`src/rtl/bram_weight_writer_if.sv`:
```
// Single-port BRAM bus shared by the weight writer (master) and the BRAM or its model (slave).
interface bram_weight_writer_if #(
  parameter int unsigned W          = 8,
  parameter int unsigned ADDR_WIDTH = 18
);
  logic                  bram_en;
  logic                  bram_wen;
  logic                  bram_ren;
  logic [ADDR_WIDTH-1:0] bram_addr;
  logic [W-1:0]          bram_din;
  logic [W-1:0]          bram_dout;

  modport master (
    output bram_en,
    output bram_wen,
    output bram_ren,
    output bram_addr,
    output bram_din,
    input  bram_dout
  );

  modport slave (
    input  bram_en,
    input  bram_wen,
    input  bram_ren,
    input  bram_addr,
    input  bram_din,
    output bram_dout
  );
endinterface

```
`src/rtl/bram_weight_writer.sv`:
```
// Snapshots a flat element vector, writes it into BRAM from BASE_ADDR upward and optionally
// reads the region back, counting mismatches against the snapshot.
module bram_weight_writer #(
  parameter int unsigned N_ELEMS      = 8,
  parameter int unsigned W            = 8,
  parameter int unsigned ADDR_WIDTH   = 18,
  parameter int unsigned BASE_ADDR    = 0,
  parameter int unsigned VERIFY_EN    = 1,
  parameter int unsigned READ_LATENCY = 2,
  parameter int unsigned CNT_W        = 16
) (
  input  logic                   clk,
  input  logic                   rst,
  input  logic                   start,
  input  logic [N_ELEMS*W-1:0]   data_in,
  bram_weight_writer_if.master   bram,
  output logic                   busy,
  output logic                   done,
  output logic                   mismatch,
  output logic [CNT_W-1:0]       mismatch_count,
  output logic [CNT_W-1:0]       first_err_idx
);

  localparam logic [1:0] StIdle   = 2'd0;
  localparam logic [1:0] StWrite  = 2'd1;
  localparam logic [1:0] StVerify = 2'd2;
  localparam logic [1:0] StDone   = 2'd3;

  localparam int unsigned           IdxW    = $clog2(N_ELEMS + 1);
  localparam logic [IdxW-1:0]       LastIdx = IdxW'(N_ELEMS - 1);
  // One past the last element: marks the single tail cycle before DONE when verify is off.
  localparam logic [IdxW-1:0]       TailIdx = IdxW'(N_ELEMS);
  localparam logic [ADDR_WIDTH-1:0] Base    = ADDR_WIDTH'(BASE_ADDR);
  localparam logic [CNT_W-1:0]      CntMax  = {CNT_W{1'b1}};

  if (longint'(BASE_ADDR) + longint'(N_ELEMS) > (longint'(1) << ADDR_WIDTH)) begin : g_wrap_warn
    $warning("bram_weight_writer: region wraps past the top of the address space");
  end

  logic [1:0]             state_q, state_d;
  logic [N_ELEMS*W-1:0]   snap_q, snap_d;
  logic [IdxW-1:0]        wr_idx_q, wr_idx_d;
  logic [IdxW-1:0]        rd_idx_q, rd_idx_d;
  logic                   en_q, en_d, wen_q, wen_d, ren_q, ren_d;
  logic [ADDR_WIDTH-1:0]  addr_q, addr_d;
  logic [W-1:0]           din_q, din_d;
  logic                   busy_q, busy_d, done_q, done_d, mismatch_q, mismatch_d;
  logic [CNT_W-1:0]       cnt_q, cnt_d, first_q, first_d;
  logic [READ_LATENCY-1:0] tag_vld_q;
  logic [IdxW-1:0]        tag_idx_q [READ_LATENCY];
  logic [IdxW-1:0]        nxt_idx;

  function automatic logic [ADDR_WIDTH-1:0] elem_addr(input logic [IdxW-1:0] i);
    return Base + ADDR_WIDTH'(i);
  endfunction

  function automatic logic [W-1:0] elem(input logic [IdxW-1:0] i);
    return snap_q[i*W +: W];
  endfunction

  always_comb begin
    state_d    = state_q;
    snap_d     = snap_q;
    wr_idx_d   = wr_idx_q;
    rd_idx_d   = rd_idx_q;
    en_d       = en_q;
    wen_d      = wen_q;
    ren_d      = ren_q;
    addr_d     = addr_q;
    din_d      = din_q;
    busy_d     = busy_q;
    done_d     = done_q;
    mismatch_d = mismatch_q;
    cnt_d      = cnt_q;
    first_d    = first_q;
    nxt_idx    = '0;
    unique case (state_q)
      StIdle, StDone: begin
        if (start) begin
          state_d    = StWrite;
          snap_d     = data_in;
          wr_idx_d   = '0;
          en_d       = 1'b1;
          wen_d      = 1'b1;
          ren_d      = 1'b0;
          addr_d     = Base;
          din_d      = data_in[W-1:0];
          busy_d     = 1'b1;
          done_d     = 1'b0;
          mismatch_d = 1'b0;
          cnt_d      = '0;
          first_d    = '0;
        end
      end
      StWrite: begin
        if (wr_idx_q == TailIdx) begin
          state_d    = StDone;
          busy_d     = 1'b0;
          done_d     = 1'b1;
          mismatch_d = 1'b0;
        end else if (wr_idx_q == LastIdx) begin
          if (VERIFY_EN != 0) begin
            state_d  = StVerify;
            wen_d    = 1'b0;
            ren_d    = 1'b1;
            rd_idx_d = '0;
            addr_d   = Base;
          end else begin
            en_d     = 1'b0;
            wen_d    = 1'b0;
            wr_idx_d = TailIdx;
          end
        end else begin
          nxt_idx  = wr_idx_q + 1'b1;
          wr_idx_d = nxt_idx;
          addr_d   = elem_addr(nxt_idx);
          din_d    = elem(nxt_idx);
        end
      end
      StVerify: begin
        if (ren_q) begin
          if (rd_idx_q == LastIdx) begin
            en_d  = 1'b0;
            ren_d = 1'b0;
          end else begin
            nxt_idx  = rd_idx_q + 1'b1;
            rd_idx_d = nxt_idx;
            addr_d   = elem_addr(nxt_idx);
          end
        end
        if (tag_vld_q[READ_LATENCY-1] &&
            (bram.bram_dout != elem(tag_idx_q[READ_LATENCY-1]))) begin
          if (cnt_q != CntMax) cnt_d = cnt_q + 1'b1;
          if (cnt_q == '0) first_d = CNT_W'(tag_idx_q[READ_LATENCY-1]);
        end
        // Reads all issued and every tag has emerged: the last compare happened last edge.
        if (!ren_q && (tag_vld_q == '0)) begin
          state_d    = StDone;
          busy_d     = 1'b0;
          done_d     = 1'b1;
          mismatch_d = (cnt_q != '0);
        end
      end
      default: state_d = StIdle;
    endcase
  end

  always_ff @(posedge clk) begin
    if (rst) begin
      state_q    <= StIdle;
      snap_q     <= '0;
      wr_idx_q   <= '0;
      rd_idx_q   <= '0;
      en_q       <= 1'b0;
      wen_q      <= 1'b0;
      ren_q      <= 1'b0;
      addr_q     <= Base;
      din_q      <= '0;
      busy_q     <= 1'b0;
      done_q     <= 1'b0;
      mismatch_q <= 1'b0;
      cnt_q      <= '0;
      first_q    <= '0;
      tag_vld_q  <= '0;
      for (int i = 0; i < READ_LATENCY; i++) tag_idx_q[i] <= '0;
    end else begin
      state_q    <= state_d;
      snap_q     <= snap_d;
      wr_idx_q   <= wr_idx_d;
      rd_idx_q   <= rd_idx_d;
      en_q       <= en_d;
      wen_q      <= wen_d;
      ren_q      <= ren_d;
      addr_q     <= addr_d;
      din_q      <= din_d;
      busy_q     <= busy_d;
      done_q     <= done_d;
      mismatch_q <= mismatch_d;
      cnt_q      <= cnt_d;
      first_q    <= first_d;
      // Tag follows the read presented on the bus so it lines up with bram_dout.
      tag_vld_q[0] <= ren_q;
      tag_idx_q[0] <= rd_idx_q;
      for (int i = 1; i < READ_LATENCY; i++) begin
        tag_vld_q[i] <= tag_vld_q[i-1];
        tag_idx_q[i] <= tag_idx_q[i-1];
      end
    end
  end

  assign bram.bram_en   = en_q;
  assign bram.bram_wen  = wen_q;
  assign bram.bram_ren  = ren_q;
  assign bram.bram_addr = addr_q;
  assign bram.bram_din  = din_q;

  assign busy           = busy_q;
  assign done           = done_q;
  assign mismatch       = mismatch_q;
  assign mismatch_count = cnt_q;
  assign first_err_idx  = first_q;

endmodule

```
`src/flat_wrapper.sv`:
```
// flat-port wrapper written by rule: the top's interface ports become plain ports
module bram_weight_writer_flat 
#(
  parameter int unsigned N_ELEMS      = 8,
  parameter int unsigned W            = 8,
  parameter int unsigned ADDR_WIDTH   = 18,
  parameter int unsigned BASE_ADDR    = 0,
  parameter int unsigned VERIFY_EN    = 1,
  parameter int unsigned READ_LATENCY = 2,
  parameter int unsigned CNT_W        = 16
)
  (clk, rst, start, data_in, busy, done, mismatch, mismatch_count, first_err_idx, bram_bram_en, bram_bram_wen, bram_bram_ren, bram_bram_addr, bram_bram_din, bram_bram_dout);
  bram_weight_writer_if #(.W(W), .ADDR_WIDTH(ADDR_WIDTH)) bram_i ();
  input  logic clk;
  input  logic rst;
  input  logic start;
  input  logic [N_ELEMS*W-1:0] data_in;
  output logic busy;
  output logic done;
  output logic mismatch;
  output logic [CNT_W-1:0] mismatch_count;
  output logic [CNT_W-1:0] first_err_idx;
  output wire logic [$bits(bram_i.bram_en)-1:0] bram_bram_en;
  output wire logic [$bits(bram_i.bram_wen)-1:0] bram_bram_wen;
  output wire logic [$bits(bram_i.bram_ren)-1:0] bram_bram_ren;
  output wire logic [$bits(bram_i.bram_addr)-1:0] bram_bram_addr;
  output wire logic [$bits(bram_i.bram_din)-1:0] bram_bram_din;
  input wire logic [$bits(bram_i.bram_dout)-1:0] bram_bram_dout;
  assign bram_bram_en = bram_i.bram_en;
  assign bram_bram_wen = bram_i.bram_wen;
  assign bram_bram_ren = bram_i.bram_ren;
  assign bram_bram_addr = bram_i.bram_addr;
  assign bram_bram_din = bram_i.bram_din;
  assign bram_i.bram_dout = bram_bram_dout;
  bram_weight_writer #(.N_ELEMS(N_ELEMS), .W(W), .ADDR_WIDTH(ADDR_WIDTH), .BASE_ADDR(BASE_ADDR), .VERIFY_EN(VERIFY_EN), .READ_LATENCY(READ_LATENCY), .CNT_W(CNT_W)) u_core (.clk(clk), .rst(rst), .start(start), .data_in(data_in), .bram(bram_i), .busy(busy), .done(done), .mismatch(mismatch), .mismatch_count(mismatch_count), .first_err_idx(first_err_idx));
endmodule
```
`config.mk`:
```
export PLATFORM = sky130hd
export DESIGN_NAME = bram_weight_writer_flat
export DESIGN_NICKNAME = d
export VERILOG_FILES = /design/src/rtl/bram_weight_writer_if.sv /design/src/rtl/bram_weight_writer.sv /design/src/flat_wrapper.sv
export SDC_FILE = /design/constraint.sdc
export NUM_CORES = 1
export LEC_CHECK = 0
export CAP_MARGIN = 20
export CORE_MARGIN = 2
export CORE_UTILIZATION = 50
export DETAILED_ROUTE_END_ITERATION = 7
export GPL_ROUTABILITY_DRIVEN = 0
export PLACE_DENSITY = 0.79
export REMOVE_ABC_BUFFERS = 1
export SYNTH_ARGS = -nofsm -noshare
export SYNTH_HDL_FRONTEND = slang
export SYNTH_SLANG_ARGS = --single-unit
```
`constraint.sdc`:
```
create_clock -name clk -period 4 [get_ports clk]
set_clock_uncertainty 0.05 [all_clocks]
set_input_delay 0.6 -clock clk [delete_from_list [all_inputs] [get_ports clk]]
set_output_delay 0.6 -clock clk [all_outputs]
set_load 0.1 [all_outputs]
```
==> results.md <==
- Total number of vias: around 5700
- Max incr delay on CP: 0.58 ns
- Crit path capture type: flip-flop
- CTS Buffer Depth: 2
- RSZ-0062 raised after global routing: no
- DRC viols: 0
- CTS Buf Count: 17
- Post-CTS setup buffer count: 0
- DPL Wire Length: between 10000 and 15000 um
- Netlist cell types: 59
- Rel. slew slack: 0.339
- Yosys top cell area share: 0.383
- Hold WS: 0.392 ns
- Core area: around 13000 um^2
- ANT nets after route: 0
- Final Util: 0.638
- Primary FF master, synth: dfxtp_1
- Final antenna diode count: 0
- Starting Density: 0.508
- Hold EP: u_core.tag_idx_q[0][6]
- Detailed Routing Iterations Pass 1: 5
- P&R area growth vs syn: 25.6%
- Vias per cell: 5.52
- IO Port Bufs: 112
- Clock Power Share: 0.290
- Share of post-route cells with drive strength above 1: 0.105
- Hold Startpoint: u_core.tag_idx_q[0][2]
- WS Path Type: flip-flop to flip-flop
- Vias in the first global route: about 5400
- Synth area leader: dfxtp_1
- CTS resizes: 0
- Fin. Hold Viols: 0
- R2r setup slk: about 0.66 ns
- Outcome: finished clean
- CP Buf/Inv Count: 1
- R2R Path Start: u_core.tag_idx_q[0][4]
- Post-synthesis register bit count: roughly 120
- Sink Count: between 100 and 150
- Post-Synth Simple-Gate Area: 0.218
- Post-synthesis xor/xnor area fraction: 0.00549
- Cell Int Power: approximately 3.1 mW
- Max Cap Viol: 0
- Hold_buf cts: 0
- Sw Pwr: approximately 2.1 mW
- Worst R2R Path Depth: 8
- Fmax: approximately 300 MHz
- Type of the most critical hold path: flip-flop to flip-flop
- CP arrival: 3.62 ns
- Gr usage total: 0.243
- Largest net degree at the start of global routing: about 70
- Hold Crit Depth: 1
- CTS root buf: clkbuf_16
- Die width: roughly 120 um
- Initial DRC Count: about 450
- Dominant cells by area after synthesis: dfxtp_1, nand2_1, mux4_2
- Top cells by count, synth: nand2_1, dfxtp_1, a21oi_1
- Max stage delay cell, worst path: a211o_1
- Final setup fails: 0
- Comb pwr share: 0.397
- Net Sw Frac: 0.404
- # nets final: roughly 940
- Power Total: a little over 5 mW
- Final Max Slew Viols: 0
- Worst Tran Pin Value: 0.988 ns
- Layout Cells excl Fill: ~1000
- Post-synth EDFFs: 0
- Most common cell in the netlist: nand2_1
- Initial antenna violation count: 0
- Htree depth: 4
- CTS tree: yes
- Main combinational cell family by area after synthesis: simple AND/OR/NAND/NOR gates
- I/O pins: 139
- Die Y: 117 um
- Peak supply drop: roughly 380 uV
- CP max FO: 23
- Full die area: about 14000 um^2
- Post-Synth Adder-Cell Area: 0.0137
- Worst-skew pair later-pin latency: 0.41 ns
- Ys async rst share: 0
- DP Cell Count: between 1000 and 1500
- CP Launch Type: flip-flop
- R2r endpoint: u_core.mismatch_count[15]
- WL/cell: approximately 15 um
- Ys Warns: 0
- Mapped Avg Cell Area: ~8.4 um^2
- Compound-Gate Fraction of Synth Area: 0.151
- Final setup TNS: 0 ns
- Grt ovf: 0
- P per Cell Area: ~650 nW/um^2
- First-pass GRT wire length: 26000 um
- Clock slew at reported path FFs: 0.05 ns
- Critical Path RT: ~4.3 ns
- Mapped cell area: approximately 6400 um^2
- Leakage: around 3.0 nW
- CP cell instances: buf_4, mux4_2, nand2b_1, and4_1, nor4_1, nand4_1, a211o_1, a31oi_1
- Reg power frac: 0.313
- Multiplexer share of the synthesized area: 0.141
- FP Rows: 41
- Crit path max-delay family: simple AND/OR/NAND/NOR gates
- Post-Syn Instances: around 760
- Final period utilization: 0.834
- Total length of routed wires: approximately 16000 um
- Register area share after synthesis: 0.383
- Post-layout min period: 3.34 ns
through the flow:
stage	worst slack, ns	area [um^2]
2_1_floorplan	0.511	6000
3_3_place_gp	0.828	7440
3_5_place_dp	0.760	7440
4_1_cts	0.702	8020
5_1_grt	0.426	8020
6_report	0.662	8020
placed cells by master (no fill, tap or decap), drive strengths merged, types with 4 or more instances in the layout:
cell type and n:
o21ai 10, clkbuf 24, mux2 12, clkdlybuf4s50 111, nand2 156, a21oi 94
a22oi 4, nor2 60, dfxtp 122, nor3 16, xor2 4, and3 8
mux2i 21, nand2b 6, mux4 24, ha 7, buf 14, nor3b 5
nor4 7, a31oi 17, o22ai 12, nand3 13, o21a 9, nand4 4
inv 23, nor2b 13, nor4b 4, conb 26
state kept, by name (all words and copies together), names as in the netlist, 2 cells and up:
| register | cells |
|---|---|
| u_core.snap_q | 64 |
| u_core.mismatch_count | 16 |
| u_core.bram.bram_din | 8 |
| u_core.tag_idx_q | 8 |
| u_core.bram.bram_addr | 4 |
| u_core.first_err_idx | 4 |
| u_core.rd_idx_q | 4 |
| u_core.wr_idx_q | 4 |
| u_core.state_q | 2 |
| u_core.tag_vld_q | 2 |
power by group through the flow:
stage	Sequential [mW]	Clock (mW)	Combinational [mW]
after CTS	1.62	1.53	2.05
after global placement	1.63	0	2.00
after floorplan	1.96	0	1.14
final	1.62	1.50	2.05
after global routing	1.64	1.58	2.22
after detailed placement	1.64	0	2.03
worst max path at each step:
stage | endpoint | from | cells past startpoint | slack, ns
finish | u_core.mismatch_count[15] | u_core.tag_idx_q[0][4] | 8 | 0.66
global route | u_core.mismatch_count[15] | u_core.tag_idx_q[0][4] | 8 | 0.43
CTS | u_core.first_err_idx[0] | u_core.tag_idx_q[0][4] | 9 | 0.70
detailed placement | u_core.first_err_idx[0] | u_core.tag_idx_q[0][4] | 9 | 0.76
global placement | u_core.first_err_idx[1] | u_core.tag_idx_q[0][4] | 9 | 0.83
floorplan | u_core.mismatch_count[4] | u_core.tag_idx_q[0][4] | 7 | 0.51
layer usage:
metal	GRT usage	up-vias	wire length, um
met3	0.0541	29	1020
met2	0.397	213	7630
met4	0.106	0	378
met5	0	-	0
li1	-	2784	-
met1	0.309	2700	6850
final cells by class:
| class | count | area [um^2] |
|---|---|---|
| Fill cell | 1068 | 4550 |
| Multi-Input combinational cell | 564 | 3480 |
| Sequential cell | 122 | 2440 |
| Timing Repair Buffer | 125 | 1220 |
| Clock buffer | 24 | 492 |
| Tap cell | 172 | 215 |
| Clock inverter | 7 | 90.1 |
| Inverter | 23 | 86.3 |
worst register-to-register path, stage by stage, from the launching register on:
cell	delay [ns]
dfxtp_1	0.44
buf_4	0.36
mux4_2	0.54
nand2b_1	0.16
and4_1	0.18
nor4_1	0.29
nand4_1	0.40
a211o_1	0.58
a31oi_1	0.25
cell families (layout without fill, tap and decap cells):
logic type,count (synthesis),after routing
xor+xnor,4,4
buf+inv,98,179
flops,122,122
mux,57,57
fa+ha+maj,7,7
other cells,1,26
simple gates,307,307
compound gates,163,163
Note: power is estimated with default switching activity, not from simulation.
